### src/rtl/uart_pkg.sv
// Shared definitions for the UART receive path.
// Holds the receiver state encoding, parity-type constants, the default
// oversampling ratio and the layout of one received-frame FIFO entry.
package uart_pkg;

    localparam int unsigned OVS_DEFAULT = 16;
    localparam int unsigned DATA_W      = 8;
    localparam int unsigned ENTRY_W     = DATA_W + 2;

    localparam logic PAR_EVEN = 1'b0;
    localparam logic PAR_ODD  = 1'b1;

    typedef enum logic [2:0] {
        ST_IDLE   = 3'd0,
        ST_START  = 3'd1,
        ST_DATA   = 3'd2,
        ST_PARITY = 3'd3,
        ST_STOP   = 3'd4,
        ST_BREAK  = 3'd5
    } rx_state_e;

    // One received frame as stored in the FIFO; data occupies the MSBs.
    typedef struct packed {
        logic [DATA_W-1:0] data;
        logic              par_err;
        logic              stop_err;
    } rx_entry_t;

    // Parity bit the transmitter should have sent for this byte.
    function automatic logic parity_expected(input logic [DATA_W-1:0] d,
                                             input logic              typ);
        return (typ == PAR_ODD) ? ~^d : ^d;
    endfunction

endpackage

### src/rtl/uart_rx_fifo.sv
// Received-frame buffer: synchronous FIFO, DEPTH entries of WIDTH bits.
// DEPTH must be a power of two and at least 2 so pointers wrap naturally.
// Ports:
//   clk, rst        clock, asynchronous active-high reset (empties FIFO)
//   push, push_data write request and payload (ignored when full unless
//                   a pop happens in the same cycle)
//   pop             read request (ignored when empty)
//   pop_data        head entry, zero while empty
//   full, empty     occupancy flags
//   count           occupancy, log2(DEPTH)+1 bits
module uart_rx_fifo #(
    parameter int unsigned WIDTH = 10,
    parameter int unsigned DEPTH = 4
) (
    input  logic                     clk,
    input  logic                     rst,
    input  logic                     push,
    input  logic [WIDTH-1:0]         push_data,
    input  logic                     pop,
    output logic [WIDTH-1:0]         pop_data,
    output logic                     full,
    output logic                     empty,
    output logic [$clog2(DEPTH):0]   count
);

    localparam int unsigned PTR_W = $clog2(DEPTH);
    localparam int unsigned CNT_W = PTR_W + 1;

    logic [WIDTH-1:0] mem [DEPTH];
    logic [PTR_W-1:0] wr_ptr;
    logic [PTR_W-1:0] rd_ptr;
    logic [CNT_W-1:0] cnt;
    logic             do_push;
    logic             do_pop;

    assign empty    = (cnt == '0);
    assign full     = (cnt == CNT_W'(DEPTH));
    assign count    = cnt;
    assign do_pop   = pop & ~empty;
    // A full FIFO still takes a push when the head leaves in the same cycle.
    assign do_push  = push & (~full | do_pop);
    assign pop_data = empty ? '0 : mem[rd_ptr];

    // Storage array; contents are qualified by cnt so no reset is needed.
    always_ff @(posedge clk) begin
        if (do_push) begin
            mem[wr_ptr] <= push_data;
        end
    end

    // Pointers and occupancy.
    always_ff @(posedge clk or posedge rst) begin
        if (rst) begin
            wr_ptr <= '0;
            rd_ptr <= '0;
            cnt    <= '0;
        end else begin
            if (do_push) begin
                wr_ptr <= wr_ptr + PTR_W'(1);
            end
            if (do_pop) begin
                rd_ptr <= rd_ptr + PTR_W'(1);
            end
            case ({do_push, do_pop})
                2'b10:   cnt <= cnt + CNT_W'(1);
                2'b01:   cnt <= cnt - CNT_W'(1);
                default: cnt <= cnt;
            endcase
        end
    end

endmodule

### src/rtl/uart_rx_ctrl.sv
// UART receiver with oversampled bit recovery, optional parity check,
// break detection and a small received-frame FIFO.
// Ports:
//   clk, rst       clock, asynchronous active-high reset
//   baud_tick      one-clk pulse at OVS x baud rate
//   rx_in          asynchronous serial line, idle high
//   par_en/par_typ parity present / odd(1) or even(0), latched per frame
//   rd_ready       consumer accepts the head entry
//   rd_valid       FIFO non-empty
//   rd_data        head data byte
//   rd_par_err     head parity mismatch (0 when frame had no parity)
//   rd_stop_err    head stop bit sampled low
//   overrun        one-clk pulse when a completed frame is dropped
//   busy           receiver outside IDLE
module uart_rx_ctrl
    import uart_pkg::*;
#(
    parameter int unsigned OVS        = OVS_DEFAULT,
    parameter int unsigned FIFO_DEPTH = 4
) (
    input  logic              clk,
    input  logic              rst,
    input  logic              baud_tick,
    input  logic              rx_in,
    input  logic              par_en,
    input  logic              par_typ,
    input  logic              rd_ready,
    output logic              rd_valid,
    output logic [DATA_W-1:0] rd_data,
    output logic              rd_par_err,
    output logic              rd_stop_err,
    output logic              overrun,
    output logic              busy
);

    localparam int unsigned CNT_W  = $clog2(OVS);
    localparam int unsigned FCNT_W = $clog2(FIFO_DEPTH) + 1;
    localparam logic [CNT_W-1:0] MID_CNT  = CNT_W'(OVS / 2 - 1);
    localparam logic [CNT_W-1:0] LAST_CNT = CNT_W'(OVS - 1);

    rx_state_e          state;
    logic               rx_meta;
    logic               rx_sync;
    logic [1:0]         sync_fill;
    logic               armed;
    logic [CNT_W-1:0]   tick_cnt;
    logic [2:0]         bit_idx;
    logic [DATA_W-1:0]  shreg;
    logic               par_en_q;
    logic               par_typ_q;
    logic               par_err_q;
    logic               push_q;
    rx_entry_t          push_entry;

    logic               fifo_push;
    logic               fifo_pop;
    logic               fifo_full;
    logic               fifo_empty;
    logic [ENTRY_W-1:0] fifo_head_bits;
    logic [FCNT_W-1:0]  fifo_count;
    rx_entry_t          head;

    // Line synchronizer. armed only rises once the real line has been seen
    // high after reset, so a reset released mid-frame waits for a fresh
    // falling start edge instead of decoding the tail of the old frame.
    always_ff @(posedge clk or posedge rst) begin
        if (rst) begin
            rx_meta   <= 1'b1;
            rx_sync   <= 1'b1;
            sync_fill <= 2'b00;
            armed     <= 1'b0;
        end else begin
            rx_meta   <= rx_in;
            rx_sync   <= rx_meta;
            sync_fill <= {sync_fill[0], 1'b1};
            if (sync_fill[1] && rx_sync) begin
                armed <= 1'b1;
            end
        end
    end

    // Receive FSM; everything except the push strobe advances on baud_tick.
    always_ff @(posedge clk or posedge rst) begin
        if (rst) begin
            state      <= ST_IDLE;
            busy       <= 1'b0;
            tick_cnt   <= '0;
            bit_idx    <= '0;
            shreg      <= '0;
            par_en_q   <= 1'b0;
            par_typ_q  <= PAR_EVEN;
            par_err_q  <= 1'b0;
            push_q     <= 1'b0;
            push_entry <= '0;
        end else begin
            push_q <= 1'b0;
            if (baud_tick) begin
                case (state)
                    ST_IDLE: begin
                        if (!rx_sync && armed) begin
                            state     <= ST_START;
                            busy      <= 1'b1;
                            tick_cnt  <= '0;
                            par_en_q  <= par_en;
                            par_typ_q <= par_typ;
                            par_err_q <= 1'b0;
                        end
                    end
                    // Confirm the start bit at its midpoint.
                    ST_START: begin
                        if (tick_cnt == MID_CNT) begin
                            tick_cnt <= '0;
                            if (!rx_sync) begin
                                state   <= ST_DATA;
                                bit_idx <= '0;
                            end else begin
                                state <= ST_IDLE;
                                busy  <= 1'b0;
                            end
                        end else begin
                            tick_cnt <= tick_cnt + CNT_W'(1);
                        end
                    end
                    ST_DATA: begin
                        if (tick_cnt == LAST_CNT) begin
                            tick_cnt       <= '0;
                            shreg[bit_idx] <= rx_sync;
                            bit_idx        <= bit_idx + 3'd1;
                            if (bit_idx == 3'd7) begin
                                state <= par_en_q ? ST_PARITY : ST_STOP;
                            end
                        end else begin
                            tick_cnt <= tick_cnt + CNT_W'(1);
                        end
                    end
                    ST_PARITY: begin
                        if (tick_cnt == LAST_CNT) begin
                            tick_cnt  <= '0;
                            par_err_q <= rx_sync ^ parity_expected(shreg, par_typ_q);
                            state     <= ST_STOP;
                        end else begin
                            tick_cnt <= tick_cnt + CNT_W'(1);
                        end
                    end
                    // A low stop bit still delivers the frame, then parks
                    // in BREAK until the line returns high.
                    ST_STOP: begin
                        if (tick_cnt == LAST_CNT) begin
                            tick_cnt   <= '0;
                            push_q     <= 1'b1;
                            push_entry <= '{data: shreg, par_err: par_err_q,
                                            stop_err: ~rx_sync};
                            if (rx_sync) begin
                                state <= ST_IDLE;
                                busy  <= 1'b0;
                            end else begin
                                state <= ST_BREAK;
                            end
                        end else begin
                            tick_cnt <= tick_cnt + CNT_W'(1);
                        end
                    end
                    ST_BREAK: begin
                        if (rx_sync) begin
                            state <= ST_IDLE;
                            busy  <= 1'b0;
                        end
                    end
                    default: begin
                        state <= ST_IDLE;
                        busy  <= 1'b0;
                    end
                endcase
            end
        end
    end

    assign fifo_pop  = rd_ready & ~fifo_empty;
    assign fifo_push = push_q & (~fifo_full | fifo_pop);

    // Dropped frame: full FIFO with no room freed in the push cycle.
    always_ff @(posedge clk or posedge rst) begin
        if (rst) begin
            overrun <= 1'b0;
        end else begin
            overrun <= push_q & fifo_full & ~fifo_pop;
        end
    end

    uart_rx_fifo #(
        .WIDTH (ENTRY_W),
        .DEPTH (FIFO_DEPTH)
    ) u_fifo (
        .clk       (clk),
        .rst       (rst),
        .push      (fifo_push),
        .push_data (push_entry),
        .pop       (fifo_pop),
        .pop_data  (fifo_head_bits),
        .full      (fifo_full),
        .empty     (fifo_empty),
        .count     (fifo_count)
    );

    assign head        = fifo_head_bits;
    assign rd_valid    = (fifo_count != '0);
    assign rd_data     = head.data;
    assign rd_par_err  = head.par_err;
    assign rd_stop_err = head.stop_err;

endmodule
### config.mk
export PLATFORM = sky130hd
export DESIGN_NAME = uart_rx_ctrl
export DESIGN_NICKNAME = d
export VERILOG_FILES = /design/src/rtl/uart_pkg.sv /design/src/rtl/uart_rx_fifo.sv /design/src/rtl/uart_rx_ctrl.sv
export SDC_FILE = /design/constraint.sdc
export NUM_CORES = 1
export LEC_CHECK = 0
export CORE_AREA = 2 2 92 94
export DETAILED_ROUTE_END_ITERATION = 10
export DIE_AREA = 0 0 94 96
export PLACE_DENSITY = 0.66
export SLEW_MARGIN = 25
export SYNTH_ARGS = -nofsm -noshare
export SYNTH_HDL_FRONTEND = slang
export SYNTH_HIERARCHICAL = 1
export SYNTH_SLANG_ARGS = --single-unit
### constraint.sdc
create_clock -name clk -period 3.1 [get_ports clk]
set_input_delay 0.31 -clock clk [delete_from_list [all_inputs] [get_ports clk]]
set_output_delay 0.31 -clock clk [all_outputs]
set_load 0.005 [all_outputs]
==> results.md, run 1 <==
- CP max FO: 13
- Clk buf depth: 2
- Post-synthesis cell count: 294
- Pin count of the biggest net entering global routing: 24
- Slew of the pin with the lowest slew margin: 0.638 ns
- Seq cells post-synth: 86
- Chip height: 96 microns
- Clock slew seen by the registers of the worst setup and hold paths: around 0.09 ns
- Final Cycle Share: 0.855
- Clock skew: just over 0.01 ns
- Global placement routability congestion: 0.805
- Synth Flop Type: dfrtp_1
- I/O pin count: 20
- Start of the worst register-to-register path: u_fifo/count[0]
- Final hold viol count: 0
- Post-layout minimum cycle time: 2.65 ns
- Element type at the critical path start: register
- Worst Hold Class: input port to async pin
- Initial Utilization: 0.489
- Max_cap viols: 0
- Core ar.: 8050 sq um
- Sequential fraction of the synthesis area: 0.598
- Cell taking the most area after synthesis: edfxtp_1
- Syn nets: 309
- FF-to-FF setup slack: 0.45 ns
- Die width: 94 microns
- Worst vdd ir: about 0.00037 V
- Initial antenna violation count: 0
- Multi-input logic area: roughly 1400 sq um
- YS warnings: 6
- Antenna cells: 0
- Via count: 2266
- Detailed Place HPWL: 4520 microns
- Setup bufs post-CTS: 0
- Worst EP required: 3.39 ns
- Number of synthesized flops with an enable pin: 40
- Die Area: 9020 sq um
- DR vias/cell: between 5 and 6
- Global-route wire length before repair: 10800 microns
- Routed WL: 6430 microns
- P&R area growth vs syn: 12.0%
- Clock sink count: 86
- Worst Setup End Kind: register
- Commonest non-fill, non-tap cell in the layout: dfrtp_1
- Post-synthesis compound-gate area fraction: 0.0661
- Iteration-0 DRC Markers: 92
- Nets: roughly 330
- DRT Pass-1 Iters: 4
- Row cnt: 33
- R2r worst-path depth: 10
- Leakage: 1.73 nW
- Register Area: 2350 sq um
- Rel. slew slack: 0.574
- Clock tree from TritonCTS: yes
- Most frequent cells in the layout: dfrtp_1, edfxtp_1, mux2_2, clkdlybuf4s50_1
- Wirelength per Cell: around 15 microns
- Crit path from: u_fifo/count[0]
- Post-Synth Simple-Gate Area: 0.116
- Adder-Cell Fraction of Synth Area: 0.0273
- CTS buffer count: 9
- Power Density: 589 nW/um^2
- Distinct cells, synth: 57
- Fmax: 377 MHz
- Vias in the first global route: 2216
- Grt total ovfl: 0
- Post-synthesis async set-or-reset flop share: 0.535
- Drc violations: 0
- Syn Std Cell Area: just under 4000 sq um
- Crit Reg-Reg Endpoint: u_fifo/count[2]
- Main combinational cell family by area after synthesis: multiplexers
- Final slew viol count: 0
- Worst hold margin: 0.224 ns
- Layout cell share with drive strength beyond 1: 0.207
- Synth area leaders: edfxtp_1, dfrtp_1, mux4_2, mux2_2, xnor2_1
- H-tree levels: 3
- Post-synthesis mux area share: 0.123
- Setup_tns: 0 ns
- Status: finished clean
- Global-route usage over all layers: 0.159
- Crit path kind: register to register
- Area share of the largest cell type after synthesis: 0.305
- Finish-stage setup viols: 0
- Port bufs: 19
- RSZ-0062 raised after global routing: no
- Root Driver: clkbuf_8
- Avg Cell Area, Syn: 13.4 sq um
- Resize count post-CTS: 0
- Antenna Nets Post-Route: 0
- Post-cts hold buffer count: 0
- WP data arrival: 2.95 ns
- Fill count: 681
- Clk Latency, worst-skew pair: 0.35 ns
- Post-Synth XOR/XNOR Area: 0.0334
cell families (layout without fill, tap and decap cells):
kind of cell             Yosys count  count (layout)
AO/OA/AOI/OAI                     38              38
XOR/XNOR                          15              15
adder cells (fa/ha/maj)            8               8
buffers and inverters             30              55
flip-flops                        86              86
multiplexers                      33              33
other                              1               1
AND/OR/NAND/NOR                   83              83
metal layers:
metal  vias to the layer above  track usage  part of all wire
met5                         -            0                 0
met1                      1131        0.209              0.46
met2                        33        0.258              0.50
met4                         0       0.0688            0.0099
li1                       1096            -                 -
met3                         6       0.0352             0.030
registers in the layout, indices dropped and copies added, names as in the netlist, 2 cells and up:
| signal | cells |
|---|---|
| bit_idx | 3 |
| u_fifo/wr_ptr | 2 |
| u_fifo/mem | 40 |
| push_entry | 10 |
| u_fifo/rd_ptr | 2 |
| shreg | 8 |
| state | 3 |
| tick_cnt | 4 |
| sync_fill | 2 |
| u_fifo/count | 3 |
per-stage QoR:
step / cell area [sq um] / utilization / total power (W) / cells / worst slack, ns
after floorplan: 3940 / - / 0.00175 / 294 / 0.423
after global placement: 4210 / 0.522 / 0.00182 / 408 / 0.519
after detailed placement: 4210 / 0.522 / 0.00182 / 408 / 0.465
after CTS: 4410 / 0.548 / 0.00262 / 424 / 0.436
after global routing: 4410 / 0.548 / 0.00275 / 424 / 0.250
final: 4410 / 0.548 / 0.00259 / 424 / 0.449
power breakdown:
part	internal [W]	switching (W)
Sequential	0.00126	0.000121
Clock	0.000383	0.000411
Combinational	0.000202	0.000216
layout make-up:
| cell class | instances | share of cell area |
|---|---|---|
| Clock inverter | 7 | 0.0182 |
| Tap cell | 105 | 0.0298 |
| Inverter | 17 | 0.0145 |
| Clock buffer | 9 | 0.0281 |
| Sequential cell | 86 | 0.534 |
| Multi-Input combinational cell | 178 | 0.327 |
| Timing Repair Buffer | 22 | 0.0482 |
how the worst max path moves through the flow:
stage / endpoint / slack (ns) / cells after the start
final: u_fifo/count[2] / 0.45 / 10
after floorplan: u_fifo/count[2] / 0.42 / 11
after detailed placement: u_fifo/count[2] / 0.47 / 10
after CTS: u_fifo/count[2] / 0.44 / 10
after global placement: u_fifo/count[2] / 0.52 / 9
after global routing: u_fifo/count[2] / 0.25 / 10
synthesized netlist by cell type (3+ instances only):
library cell / count
ha_1: 7
mux2_2: 19
mux4_2: 10
nand2b_1: 5
clkbuf_1: 3
dfrtp_1: 44
xnor2_1: 14
and2_1: 12
and2_2: 4
and3_1: 3
nand3_1: 8
o21ai_0: 10
nand2_1: 17
a21oi_1: 8
nor2_1: 14
inv_1: 17
edfxtp_1: 40
mux2i_1: 3
buf_2: 7
worst max-delay path: stages, from the launching register on:
cell and delay (ns):
dfrtp_1 0.46, or3_2 0.63, inv_1 0.08, nand2b_1 0.12, inv_1 0.16, nand2_1 0.13
or2_2 0.12, fa_1 0.16, nand2_1 0.07, or4_2 0.55, nand3_1 0.10
(Power assumes the default switching activity.)
==> inputs of run 2 (changes only) <==
--- a/config.mk
+++ b/config.mk
@@ -5,10 +5,13 @@
 export SDC_FILE = /design/constraint.sdc
 export NUM_CORES = 1
 export LEC_CHECK = 0
-export CORE_AREA = 2 2 92 94
+export CELL_PAD_IN_SITES_DETAIL_PLACEMENT = 0
+export CELL_PAD_IN_SITES_GLOBAL_PLACEMENT = 1
+export CORE_AREA = 2 2 93 95
 export DETAILED_ROUTE_END_ITERATION = 10
-export DIE_AREA = 0 0 94 96
-export PLACE_DENSITY = 0.66
+export DIE_AREA = 0 0 95 97
+export GPL_ROUTABILITY_DRIVEN = 0
+export PLACE_DENSITY = 0.76
 export SLEW_MARGIN = 25
 export SYNTH_ARGS = -nofsm -noshare
 export SYNTH_HDL_FRONTEND = slang
==> results.md, run 2 (synthesized netlist as in run 1, its figures left out) <==
- Fmax: 377 MHz (about the same)
- RSZ-0062 raised after global routing: no
- Slowest CP cell: dfrtp_1
- Die Area: 9220 sq um (+2.1%)
- Overall power: 0.00259 W (-0.17%)
- Global-route wire length before repair: 10900 microns (+1.1%)
- Most frequent cells in the layout: dfrtp_1, edfxtp_1, mux2_2, clkdlybuf4s50_1
- Initial antenna violation count: 0 (unchanged)
- Row cnt: 33 (unchanged)
- CP max stage delay: 0.79 ns (+0.16 ns)
- CP Cell Sequence: mux4_2 > and2_1 > clkdlybuf4s50_1
- Worst Setup End Kind: output port
- Detailed Place HPWL: 4470 microns (-0.95%)
- Clock sink count: 86 (unchanged)
- Finished Layout Cells: 425 (+0.24%)
- Start of the worst register-to-register path: u_fifo/count[0]
- Pin count of the biggest net entering global routing: 20 (-17%)
- Routed WL: 6380 microns (-0.82%)
- Via count: 2263 (-0.13%)
- Post-cts hold buffer count: 0 (unchanged)
- CP max FO: 11 (-2)
- Register Area: 2350 sq um (unchanged)
- Power Density: 587 nW/um^2 (-0.23%)
- Sequential share of power: 0.535 (+0.002)
- Setup bufs post-CTS: 0 (unchanged)
- Setup_tns: 0 ns (unchanged)
- Layout cell share with drive strength beyond 1: 0.206 (-0.000647)
- Global-route usage over all layers: 0.155 (-0.00423)
- WP data arrival: 2.34 ns (-0.61 ns)
- Clk buf depth: 2 (unchanged)
- Nets: 330 (+0.30%)
- Largest register FFs: 40 (unchanged)
- Element type at the critical path start: register
- Iteration-0 DRC Markers: 71 (-23%)
- Core ar.: 8130 sq um (+1.0%)
- H-tree levels: 3 (unchanged)
- Antenna cells: 0 (unchanged)
- Clock tree from TritonCTS: yes
- Clock share of power: 0.302 (-0.004)
- I/O pin count: 20 (unchanged)
- DR vias/cell: 5.32 (-0.37%)
- Clock skew: 0.0124 ns (+0.00220 ns)
- Worst EP required: 2.79 ns (-0.60 ns)
- Sw power: 0.000747 W (about the same)
- Post-layout minimum cycle time: 2.65 ns (+0.000500 ns)
- Fill count: 663 (-2.6%)
- Drc violations: 0 (unchanged)
- Final Cycle Share: 0.855 (about the same)
- Antenna Nets Post-Route: 0 (unchanged)
- Fin area: 4410 sq um (about the same)
- Multi-input logic area: 1440 sq um (unchanged)
- Finish-stage setup viols: 0 (unchanged)
- Worst vdd ir: 0.000331 V (-11%)
- Chip height: 97 microns (+1.0%)
- Largest regs: u_fifo/mem (40), push_entry (10), shreg (8)
- Final slew viol count: 0 (unchanged)
- Crit path kind: register to output port
- Port bufs: 19 (unchanged)
- Clock slew seen by the registers of the worst setup and hold paths: 0.09 ns (about the same)
- Rel. slew slack: 0.551 (-0.0232)
- DRT Pass-1 Iters: 4 (unchanged)
- Sw Ratio: 0.289 (about the same)
- Crit path buf inv count: 1 (-1)
- Die width: 95 microns (+1.1%)
- Worst Hold Class: input port to async pin
- Grt total ovfl: 0 (unchanged)
- P&R area growth vs syn: 12.0% (about the same)
- Vias in the first global route: 2200 (-0.72%)
- Clk Latency, worst-skew pair: 0.34 ns (about the same)
- Final hold viol count: 0 (unchanged)
- Internal: 0.00184 W (-0.21%)
- Resize count post-CTS: 0 (unchanged)
- Leakage: 1.73 nW (-0.24%)
- Status: finished clean
- Placed Area: 4210 sq um (+0.18%)
- Comb power frac: 0.163 (+0.002)
- Cells after DPL: 409 (+0.25%)
- Slew of the pin with the lowest slew margin: 0.673 ns (+0.0355 ns)
- Initial Utilization: 0.484 (-0.00496)
- Crit path from: u_fifo/rd_ptr[0]
- Most flop-heavy register: u_fifo/mem
- CTS buffer count: 9 (unchanged)
- CP delay by family, top: flip-flops
- Root Driver: clkbuf_8
- Commonest non-fill, non-tap cell in the layout: dfrtp_1
- Wirelength per Cell: 15.0 microns (-1.1%)
- Max_cap viols: 0 (unchanged)
==> run 2: metal layers <==
layer	global-route usage	vias to the layer above	wire length (microns)
li1	-	1086	-
met1	0.211	1146	3040
met2	0.244	26	3130
met3	0.0257	5	127
met4	0.0691	0	80
met5	0	-	0
==> run 2: final timing paths <==
kind	end	slack, ns	depth (start not counted)
min reg2reg	sync_fill[1]	0.36	0
min in group clk	sync_fill[1]	0.36	0
max	rd_data[4]	0.45	3
max reg2reg	u_fifo/count[2]	0.45	10
min	u_fifo/wr_ptr[1]	0.22	2
max in group asynchronous	rx_meta	2.07	3
==> run 2: area by class of cell <==
cell class,count,area share
Sequential cell,86,0.534
Tap cell,105,0.0298
Inverter,17,0.0145
Clock buffer,10,0.0289
Clock inverter,6,0.0162
Timing Repair Buffer,23,0.0499
Multi-Input combinational cell,178,0.327
==> run 2: metrics by stage <==
stage | hold slack [ns] | utilization | setup slack, ns
finish | 0.225 | 0.542 | 0.448
global route | 0.244 | 0.542 | 0.264
CTS | 0.224 | 0.542 | 0.375
detailed placement | 0.342 | 0.518 | 0.450
global placement | 0.337 | 0.518 | 0.527
floorplan | 0.113 | - | 0.423
==> run 2: power groups by stage <==
stage	sequential, W	clock, W	combinational (W)
final	0.00139	0.000783	0.000421
after CTS	0.00139	0.000810	0.000423
after floorplan	0.00134	0	0.000413
after global routing	0.00140	0.000856	0.000480
after global placement	0.00141	0	0.000415
after detailed placement	0.00141	0	0.000423
